==> config.mk <==
export PLATFORM = sky130hd
export DESIGN_NAME = mem_block_arbiter
export DESIGN_NICKNAME = d
export VERILOG_FILES = /design/src/rtl/mem_arb_pkg.sv /design/src/rtl/rr_pick2.sv /design/src/rtl/mem_block_arbiter.sv
export SDC_FILE = /design/constraint.sdc
export NUM_CORES = 1
export LEC_CHECK = 0
export ABC_AREA = 1
export CAP_MARGIN = 20
export CORE_AREA = 4 4 534 536
export DETAILED_ROUTE_END_ITERATION = 8
export DIE_AREA = 0 0 538 540
export GPL_ROUTABILITY_DRIVEN = 0
export GPL_TIMING_DRIVEN = 0
export HOLD_SLACK_MARGIN = 0.12
export PLACE_DENSITY = 0.3
export SYNTH_ARGS = -nofsm -noshare
export SYNTH_HDL_FRONTEND = slang
export SYNTH_SLANG_ARGS = --single-unit
==> constraint.sdc <==
create_clock -name CLK -period 65.9 [get_ports CLK]
set_clock_uncertainty 0.15 [all_clocks]
set_input_delay 19.77 -clock CLK [delete_from_list [all_inputs] [get_ports CLK]]
set_output_delay 19.77 -clock CLK [all_outputs]
set_load 0.05 [all_outputs]
==> src/rtl/mem_arb_pkg.sv <==
// Shared types and sizing for the I/D cache memory block arbiter.
package mem_arb_pkg;

   localparam int BLK_W    = 256;
   localparam int OFF_BITS = 5;

   typedef enum logic [2:0] {
      IDLE,
      I_RD,
      D_RD,
      D_WR,
      RESP
   } arbState_t;

   typedef enum logic {
      GRANT_I = 1'b0,
      GRANT_D = 1'b1
   } grantSide_t;

endpackage

==> src/rtl/rr_pick2.sv <==
// Two-way round-robin pick between the I and D requesters.
module rr_pick2
   import mem_arb_pkg::*;
(
   input  logic       req_i,
   input  logic       req_d,
   input  grantSide_t last_grant,
   output grantSide_t grant
);

   // On a tie the side that was not granted last wins.
   always_comb begin
      grant = GRANT_I;
      if (req_i && req_d) begin
         grant = (last_grant == GRANT_D) ? GRANT_I : GRANT_D;
      end else if (req_d) begin
         grant = GRANT_D;
      end
   end

endmodule

==> src/rtl/mem_block_arbiter.sv <==
// Arbitrates I-cache refills and D-cache refills/writebacks onto one block memory port.
// Handshake: a request is held until its done pulse; memory valids are honoured only in the matching grant state.
module mem_block_arbiter #(
   parameter int ADDR_W   = 32,
   parameter int BLK_W    = mem_arb_pkg::BLK_W,
   parameter int OFF_BITS = mem_arb_pkg::OFF_BITS
) (
   input  logic              CLK,
   input  logic              RESET,
   input  logic              iReq_fIC,
   input  logic [ADDR_W-1:0] iAddr_fIC,
   output logic [BLK_W-1:0]  iBlock_2IC,
   output logic              iDone_2IC,
   input  logic              dRead_fDC,
   input  logic              dWrite_fDC,
   input  logic [ADDR_W-1:0] dAddr_fDC,
   input  logic [BLK_W-1:0]  dBlock_fDC,
   output logic [BLK_W-1:0]  dBlock_2DC,
   output logic              dDone_2DC,
   output logic [ADDR_W-1:0] blk_address_2M,
   output logic              BlkRead_2M,
   output logic              BlkWrite_2M,
   output logic [BLK_W-1:0]  block_write_2M,
   input  logic [BLK_W-1:0]  block_read_fM,
   input  logic              block_read_fM_valid,
   input  logic              block_write_fM_valid,
   output logic              busy
);

   import mem_arb_pkg::*;

   arbState_t         state, nextState;
   grantSide_t        lastGrant, grant;
   logic              respIsD;
   logic              dReq, anyReq;
   logic [ADDR_W-1:0] addrReg;
   logic [BLK_W-1:0]  wrDataReg, iBlockReg, dBlockReg;

   assign dReq   = dRead_fDC | dWrite_fDC;
   assign anyReq = iReq_fIC | dReq;

   rr_pick2 uPick (
      .req_i      (iReq_fIC),
      .req_d      (dReq),
      .last_grant (lastGrant),
      .grant      (grant)
   );

   always_ff @(posedge CLK or posedge RESET) begin
      if (RESET) state <= IDLE;
      else       state <= nextState;
   end

   // Writeback beats refill on the D side; the read stays pending for a later grant.
   always_comb begin
      nextState = state;
      case (state)
         IDLE: begin
            if (anyReq) begin
               if (grant == GRANT_I)  nextState = I_RD;
               else if (dWrite_fDC)   nextState = D_WR;
               else                   nextState = D_RD;
            end
         end
         I_RD, D_RD: if (block_read_fM_valid)  nextState = RESP;
         D_WR:       if (block_write_fM_valid) nextState = RESP;
         RESP:       nextState = IDLE;
         default:    nextState = IDLE;
      endcase
   end

   always_ff @(posedge CLK or posedge RESET) begin
      if (RESET) begin
         lastGrant <= GRANT_D;
         respIsD   <= 1'b0;
         addrReg   <= '0;
         wrDataReg <= '0;
         iBlockReg <= '0;
         dBlockReg <= '0;
      end else begin
         case (state)
            IDLE: begin
               if (anyReq) begin
                  lastGrant <= grant;
                  respIsD   <= (grant == GRANT_D);
                  if (grant == GRANT_I) begin
                     addrReg <= {iAddr_fIC[ADDR_W-1:OFF_BITS], {OFF_BITS{1'b0}}};
                  end else begin
                     addrReg <= {dAddr_fDC[ADDR_W-1:OFF_BITS], {OFF_BITS{1'b0}}};
                     if (dWrite_fDC) wrDataReg <= dBlock_fDC;
                  end
               end
            end
            I_RD: if (block_read_fM_valid) iBlockReg <= block_read_fM;
            D_RD: if (block_read_fM_valid) dBlockReg <= block_read_fM;
            default: ;
         endcase
      end
   end

   assign BlkRead_2M     = (state == I_RD) || (state == D_RD);
   assign BlkWrite_2M    = (state == D_WR);
   assign blk_address_2M = addrReg;
   assign block_write_2M = wrDataReg;
   assign iBlock_2IC     = iBlockReg;
   assign dBlock_2DC     = dBlockReg;
   assign iDone_2IC      = (state == RESP) && !respIsD;
   assign dDone_2DC      = (state == RESP) && respIsD;
   assign busy           = (state != IDLE);

endmodule

==> metrics, run 1 <==
Horiz. Die Dim=538 um; hold path cells=2; fraction of layout cells with a size suffix above 1=0.0620; Chip Height=540 um; reg-to-reg setup timing slack=62.98 ns; Achievable Freq=44.4 MHz; Initial DRT Pass Iterations=5; critical path type=flip-flop to output port; Root Driver=clkbuf_16; area grow syn2layout=74.2%; First DRT Iteration DRCs=1475; Mapped Cells=3215; Final Setup Violations=0; Clk Latency, worst-skew pair=0.81 ns; Final Max Slew Viols=0; Place WS=42.90 ns; hold_buf cts=0; share of the synthesized area in the top cell type=0.657; number of remaining DRC errors=0; worst-margin pin slew=1.07 ns; worst min path class=flip-flop to flip-flop; Rows=195; vias per cell=3.31; Period Utilization, post-route=0.342; PostCTS Resize Cnt=0; HPWL after DPL=172000 um; CP arrival=2.60 ns; design area=53000 um^2; # Post-CTS Setup Buffers=0; Avg WL per Cell=24.5 um; GRT overflow=0; setup ws final=43.38 ns; Nets=5304; pin count of the biggest net entering global routing=103; Synth area leader=dfrtp_1; status=completed; Final min period=22.52 ns; hold_sp=lastGrant; CTS tree=done; Post-DRT Antenna Nets=0; Reg2Reg Depth=6; Worst Setup End Kind=output port; CP startpoint kind=flip-flop; via count=28300; clock buffer depth=4; most common cell after layout, fill and taps aside=clkdlybuf4s50_1; number of clock sinks=800; worst rel slew slack=0.284; initial antenna violation count=58; die area=291000 um^2; number of max-cap violations=0; Routed WL=210000 um; Crit Path Max Fanout=5; unrepaired setup endpoints after global routing=false; Core Area=281000 um^2; area of placed instances=49200 um^2; num ports=1388; cts bufs inserted=113; hold_ws=0.310 ns; clock transition at the registers of the reported paths=0.05 ns; total number of H-tree levels=3; fin cells=8563; origin of the critical flop-to-flop path=state[0]; first-pass GRT wire length=277000 um; setup tns final=0 ns; number of global-route vias before repair=29700; synthesis-stage register bit count=800; commonest cells after routing, fill and taps aside=clkdlybuf4s50_1 (1372), nand2_1 (867), dfrtp_1 (799); Cell Pwr Density=62.2 nW/um^2; capture point of the worst reg-to-reg path=iBlock_2IC[251]; Synth Cell Area=30400 um^2; hold endpoint=lastGrant; Critical Path RT=45.98 ns; sequential-to-total area share from yosys stat=0.658; Peak supply drop=0.0246 mV; Syn. warnings=0; Overall Global Routing Usage=0.139; synth top area cells=dfrtp_1 (66%), nand2_1 (11%), o21ai_0 (7.2%), inv_1 (6.7%), o21ai_1 (5.4%); dpl cells=8349; Unique masters post-synth=22; Final Hold Viols=0; leak pwr=0.0240 uW; I/O Buffers=1372; post-synthesis average cell area=9.46 um^2; Initial Utilization=0.108
-- Yosys cell counts, drive strengths merged --
cell and count:
buf 104, clkbuf 79, conb 1, dfrtp 799, dfstp 1, inv 549
nand2 867, nand3 4, nand3b 1, nor2 10, nor3 1, o211ai 27
o21ai 771, or2 1
-- power breakdown --
part / switching (uW) / internal (uW) / leakage, uW / total [uW]
combinational: 1290 / 520 / 0.0121 / 1810
clock: 248 / 377 / 0.00182 / 626
sequential: 141 / 716 / 0.0100 / 857
total: 1680 / 1610 / 0.0240 / 3290
-- kinds of logic after synthesis --
logic type | after synthesis | synth area share
and+or+nand+nor | 884 | 0.110
DFF | 800 | 0.658
AOI/OAI and AO/OA | 798 | 0.134
buffers and inverters | 732 | 0.0978
other | 1 | 0.000123
-- stage by stage --
stage / power, uW / util
after CTS: 3370 / 0.189
after global placement: 2710 / 0.174
after floorplan: 1880 / -
after global routing: 3470 / 0.189
after detailed placement: 2710 / 0.175
final: 3290 / 0.189
-- metal layers --
metal / GRT usage / wire, um / up-vias
met5: 0 / 301 / -
met4: 0.0230 / 2830 / 52
met3: 0.0549 / 21400 / 192
met2: 0.229 / 97500 / 1160
met1: 0.172 / 87600 / 13900
li1: - / - / 13000
-- final cells by class --
class | count | area, um^2
Antenna cell | 13 | 32.5
Buffer | 183 | 913
Clock buffer | 170 | 3330
Clock inverter | 31 | 390
Fill cell | 31300 | 228000
Inverter | 549 | 2070
Multi-Input combinational cell | 1687 | 7440
Sequential cell | 800 | 20000
Tap cell | 3743 | 4680
Timing Repair Buffer | 1387 | 14100
-- state kept, by name, indices dropped and copies added (netlist names) --
register	count
lastGrant	1
iBlock_2IC	256
blk_address_2M	27
respIsD	1
block_write_2M	256
state	3
dBlock_2DC	256
-- worst max-delay path, cell delays in order, from the launching register on --
cell and delay [ns]:
dfrtp_1 0.42, nor2_1 0.17, nand2_1 0.15, nor2_1 0.15, clkdlybuf4s50_1 0.88
-- how the worst max path moves through the flow --
stage                                   start                   to  slack (ns)  depth (start not counted)
after floorplan                         RESET   blk_address_2M[10]       23.52                          1
after global placement                  RESET  block_write_2M[183]        7.83                          2
after detailed placement  block_read_fM_valid      iBlock_2IC[152]       42.90                          5
after CTS                            state[1]            iDone_2IC       43.20                          4
after global routing                 state[1]            iDone_2IC       43.19                          4
final                                state[1]            iDone_2IC       43.38                          4
No activity file was read; power rests on OpenSTA's default activity.
==> run 2: changes to the inputs <==
Settings changed: CORE_AREA 4 4 534 536 to 4 4 537 539, DIE_AREA 0 0 538 540 to 0 0 541 543.
Clock period 65.9 ns to 21.8 ns, I/O delays scaled along.
==> run 2 against run 1 <==
Core utilization shrank 0.069 points. Critical path type unchanged. Sequential share of layout area shrank 0.28 points. Critical path depth is the same.
==> metrics, run 2 (synthesized netlist as in run 1, its figures left out) <==
Achievable Freq=108 MHz; GRT overflow=0 (unchanged); fin cells=8611 (was 8563); num ports=1388 (unchanged); CP startpoint kind=flip-flop (unchanged); Psw=5100 uW (was 1680 uW); worst-margin pin slew=1.07 ns (about the same); CP arrival=2.60 ns (about the same); number of max-cap violations=0 (unchanged); Post-DRT Antenna Nets=0 (unchanged); # fillers=31700 (was 31300); Crit Path Max Fanout=5 (unchanged); I/O Buffers=1372 (unchanged); setup tns final=0 ns (unchanged); Critical Path Max Stage Delay=0.93 ns (was 0.88 ns); Clk pwr share=0.192 (was 0.190); commonest cells after routing, fill and taps aside=clkdlybuf4s50_1 (1372), nand2_1 (867), dfrtp_1 (799) (unchanged); Seq. cell area=20000 um^2 (unchanged); Overall Global Routing Usage=0.139 (about the same); worst rel slew slack=0.286 (was 0.284); PostCTS Resize Cnt=0 (unchanged); P_int=4890 uW (was 1610 uW); Final min period=9.29 ns; number of remaining DRC errors=0 (unchanged); Core Area=284000 um^2 (was 281000 um^2); # Post-CTS Setup Buffers=0 (unchanged); Final Max Slew Viols=0 (unchanged); clock transition at the registers of the reported paths=0.06 ns (was 0.05 ns); first-pass GRT wire length=279000 um (was 277000 um); number of global-route vias before repair=29900 (was 29700); Net Sw Frac=0.510 (about the same); worst min path class=flip-flop to flip-flop (unchanged); Clk Latency, worst-skew pair=0.79 ns (was 0.81 ns); total number of H-tree levels=3 (unchanged); Seq pwr share=0.257 (was 0.260); CTS tree=done (unchanged); Period Utilization, post-route=0.426; most repeated library cell on the critical path=nor2_1 (unchanged); cts bufs inserted=115 (was 113); hold_buf cts=0 (unchanged); via count=28300 (about the same); Peak supply drop=0.0825 mV (was 0.0246 mV); area grow syn2layout=75.5% (was 74.2%); crit-path cells=nor2_1 -> nand2_1 -> nor2_1 -> clkdlybuf4s50_1 (unchanged); Root Driver=clkbuf_16 (unchanged); pin count of the biggest net entering global routing=38 (was 103); Horiz. Die Dim=541 um (was 538 um); Nets=5324 (was 5304); multi-input logic area=7440 um^2 (unchanged); Routed WL=211000 um (was 210000 um); critical path type=flip-flop to output port (unchanged); First DRT Iteration DRCs=1515 (was 1475); Rows=196 (was 195); Initial DRT Pass Iterations=5 (unchanged); die area=294000 um^2 (was 291000 um^2); Final Hold Viols=0 (unchanged); vias per cell=3.29 (was 3.31); unrepaired setup endpoints after global routing=false (unchanged); Chip Height=543 um (was 540 um); Worst Setup End Kind=output port (unchanged); Critical Path RT=15.11 ns (was 45.98 ns); Avg WL per Cell=24.5 um (about the same); initial antenna violation count=59 (was 58); Final Setup Violations=0 (unchanged); Initial Utilization=0.107 (was 0.108); clock buffer depth=4 (unchanged); most common cell after layout, fill and taps aside=clkdlybuf4s50_1 (unchanged); Cell Pwr Density=187 nW/um^2 (was 62.2 nW/um^2); Gate power share=0.552 (was 0.550); status=completed (unchanged); leak pwr=0.0241 uW (was 0.0240 uW); fraction of layout cells with a size suffix above 1=0.0679 (was 0.0620); HPWL after DPL=175000 um (was 172000 um); Worst path slowest cell=clkdlybuf4s50_1 (unchanged); number of clock sinks=800 (unchanged); dpl cells=8385 (was 8349)
==> run 2: worst paths after layout <==
kind	start	endpoint	slack, ns	depth (start not counted)
hold reg to reg	lastGrant	lastGrant	0.32	2
hold / removal	lastGrant	lastGrant	0.32	2
setup reg to reg	state[0]	iBlock_2IC[5]	18.84	6
setup / recovery	state[1]	iDone_2IC	12.52	4
max in group asynchronous	RESET	iBlock_2IC[134]	12.82	10
min in group asynchronous	RESET	block_write_2M[55]	6.10	2
==> run 2: metrics by stage <==
| step | power [uW] | area (um^2) | utilization | hold WS [ns] | setup WS, ns |
|---|---|---|---|---|---|
| 5_1_grt | 10500 | 53300 | 0.188 | 0.348 | 12.36 |
| 3_3_place_gp | 8200 | 48900 | 0.172 | 0.306 | -4.04 |
| 6_report | 9990 | 53400 | 0.188 | 0.318 | 12.52 |
| 4_1_cts | 10200 | 53300 | 0.188 | 0.318 | 12.37 |
| 3_5_place_dp | 8210 | 49500 | 0.174 | 0.307 | 11.79 |
| 2_1_floorplan | 5690 | 30400 | - | 0.292 | 4.13 |
==> run 2: worst max-delay path: cells and delay by family, from the launching register on <==
family | cells | cell delay [ns]
buffers and inverters | 1 | 0.93
and+or+nand+nor | 3 | 0.44
DFF | 1 | 0.43
==> run 2: metal layers <==
metal,routed length (um),vias up,global-route usage
met2,102000,1164,0.238
li1,-,13100,-
met4,3690,42,0.0272
met3,23300,207,0.0637
met5,253,-,0
met1,81800,13900,0.158
==> run 2: layout make-up <==
type,count,share of cell area
flip-flops and latches,800,0.375
repair buffers,1405,0.269
multi-input cells,1687,0.139
well taps,3762,0.0882
clock buffers,179,0.0661
inverters,549,0.0387
plain buffers,183,0.0171
clock inverters,29,0.00565
diodes,17,0.000797
==> run 2: power groups by stage <==
| stage | sequential [uW] | combinational [uW] | clock, uW |
|---|---|---|---|
| detailed placement | 2580 | 5620 | 0 |
| global route | 2650 | 5820 | 2060 |
| floorplan | 4850 | 842 | 0 |
| finish | 2560 | 5510 | 1920 |
| global placement | 2590 | 5620 | 0 |
| CTS | 2570 | 5640 | 2010 |
==> run 3: changes to the inputs <==
Settings changed: CORE_AREA 4 4 537 539 to 4 4 532 534, DIE_AREA 0 0 541 543 to 0 0 536 538.
Clock period 21.8 ns to 8 ns, I/O delays scaled along.
==> run 3 against run 2 <==
Register-to-register slack worse by 14 ns. Global-route usage fell by 0.15 points. Clock power grew to 2.6 times the previous value. Combinational power rose to 2.7 times the previous value. First-iteration DRC count fell by 15%. Power increased to 2.7 times the previous value. Design area is 0.59% lower. Via count down 0.35%. Flip-flop and latch count unchanged. Routed wire length is 2.4% lower. Critical endpoint is now block_write_2M[193].
==> metrics, run 3 (synthesized netlist as in run 1, its figures left out) <==
Final Hold Viols=0 (unchanged); Nets=5320 (was 5324); unrepaired setup endpoints after global routing=false (unchanged); CTS tree=done (unchanged); hold_sp=lastGrant (unchanged); Post-DRT Antenna Nets=0 (unchanged); Achievable Freq=193 MHz; number of global-route vias before repair=29900 (about the same); Final Setup Violations=0 (unchanged); GRT overflow=0 (unchanged); dpl cells=8346 (was 8385); status=completed (unchanged); # Post-CTS Setup Buffers=0 (unchanged); WP buf/inv=12 (was 1); most repeated library cell on the critical path=buf_12 (was nor2_1); Cell Pwr Density=510 nW/um^2 (was 187 nW/um^2); worst-margin pin slew=1.04 ns (was 1.07 ns); Period Utilization, post-route=0.649; total number of H-tree levels=3 (unchanged); Avg WL per Cell=24.1 um (was 24.5 um); hold path cells=2 (unchanged); Rows=194 (was 196); Root Driver=clkbuf_16 (unchanged); number of clock sinks=800 (unchanged); Final Max Slew Viols=0 (unchanged); critical path type=input port to asynchronous set/reset pin (was flip-flop to output port); Reg2Reg Depth=6 (unchanged); cts bufs inserted=113 (was 115); cell family with most CP delay=buffers and inverters (unchanged); Horiz. Die Dim=536 um (was 541 um); Peak supply drop=0.181 mV (was 0.0825 mV); worst rel slew slack=0.303 (was 0.286); first-pass GRT wire length=274000 um (was 279000 um); Initial Utilization=0.109 (was 0.107); hold_ws=0.308 ns (was 0.318 ns); CP startpoint kind=input port (was flip-flop); Core Area=278000 um^2 (was 284000 um^2); fin cells=8548 (was 8611); Critical Path Max Stage Delay=0.57 ns (was 0.93 ns); Initial DRT Pass Iterations=5 (unchanged); Overall Global Routing Usage=0.137 (was 0.139); capture point of the worst reg-to-reg path=dBlock_2DC[125] (was iBlock_2IC[5]); most common cell after layout, fill and taps aside=clkdlybuf4s50_1 (unchanged); Clk Latency, worst-skew pair=0.80 ns (was 0.79 ns); CP arrival=6.04 ns (was 2.60 ns); clock buffer depth=4 (unchanged); crit-path cells=clkdlybuf4s50_1 -> clkinvlp_4 -> buf_12 -> buf_12 -> buf_12 -> buf_12 -> buf_12 -> buf_12 -> buf_12 -> buf_12 -> buf_12 -> buf_12 (was nor2_1 -> nand2_1 -> nor2_1 -> clkdlybuf4s50_1); vias per cell=3.30 (was 3.29); number of max-cap violations=0 (unchanged); leak pwr=0.0240 uW (was 0.0241 uW); design area=53100 um^2 (was 53400 um^2); Worst Setup End Kind=asynchronous set/reset pin (was output port); Chip Height=538 um (was 543 um); clock transition at the registers of the reported paths=0.06 ns (about the same); pin count of the biggest net entering global routing=37 (was 38); Routed WL=206000 um (was 211000 um); via count=28200 (was 28300); die area=288000 um^2 (was 294000 um^2); initial antenna violation count=44 (was 59); HPWL after DPL=171000 um (was 175000 um); Final min period=5.19 ns; worst min path class=flip-flop to flip-flop (unchanged); Crit Path Max Fanout=36 (was 5); commonest cells after routing, fill and taps aside=clkdlybuf4s50_1 (1372), nand2_1 (867), dfrtp_1 (799) (unchanged); num ports=1388 (unchanged); origin of the critical flop-to-flop path=state[1] (was state[0]); area grow syn2layout=74.4% (was 75.5%); Worst path slowest cell=clkinvlp_4 (was clkdlybuf4s50_1); number of remaining DRC errors=0 (unchanged); area of placed instances=49500 um^2 (about the same); reg-to-reg setup timing slack=5.06 ns (was 18.84 ns); First DRT Iteration DRCs=1281 (was 1515); hold endpoint=lastGrant (unchanged); PostCTS Resize Cnt=0 (unchanged); I/O Buffers=1372 (unchanged); Critical Path RT=8.84 ns (was 15.11 ns); fraction of layout cells with a size suffix above 1=0.0626 (was 0.0679); hold_buf cts=0 (unchanged)
-- run 3: worst min-delay path, stage by stage (launching register included) --
cell	delay, ns
dfstp_2	0.36
nand2_1	0.05
nand2_1	0.04
-- run 3: per-layer routing --
layer  wire length, um  global-route usage  up-vias
li1                  -                   -    13000
met2             96900               0.229     1125
met3             20700              0.0568      222
met1             83600               0.164    13900
met5               269                   0        -
met4              4500              0.0319       42
-- run 3: worst max-delay path by stage --
stage	from	endpoint	slack (ns)	cells after the start
2_1_floorplan	RESET	blk_address_2M[10]	-5.53	1
3_3_place_gp	RESET	dBlock_2DC[141]	-13.58	2
3_5_place_dp	RESET	iBlock_2IC[130]	1.83	12
4_1_cts	state[1]	dDone_2DC	2.61	4
5_1_grt	RESET	block_write_2M[193]	2.42	12
6_report	RESET	block_write_2M[193]	2.81	12
-- run 3: cell type report --
type / count / area (um^2)
diodes: 12 / 30.0
flip-flops and latches: 800 / 20000
repair buffers: 1403 / 14400
clock buffers: 163 / 3230
fillers: 31100 / 225000
plain buffers: 183 / 913
multi-input cells: 1687 / 7440
clock inverters: 27 / 338
well taps: 3724 / 4660
inverters: 549 / 2060
-- run 3: through the flow --
step | setup slack, ns | utilization | power, uW | setup TNS (ns)
CTS | 2.61 | 0.190 | 27700 | 0
floorplan | -5.53 | - | 15500 | -4420.81
global placement | -13.58 | 0.175 | 22400 | -
global route | 2.42 | 0.190 | 28500 | 0
detailed placement | 1.83 | 0.178 | 22400 | 0
finish | 2.81 | 0.191 | 27000 | 0
-- run 3: power by group --
group | switching (uW) | internal (uW) | leakage (uW)
registers | 1150 | 5900 | 0.0100
clock network | 2020 | 2990 | 0.00175
logic | 10700 | 4300 | 0.0122
total | 13900 | 13200 | 0.0240
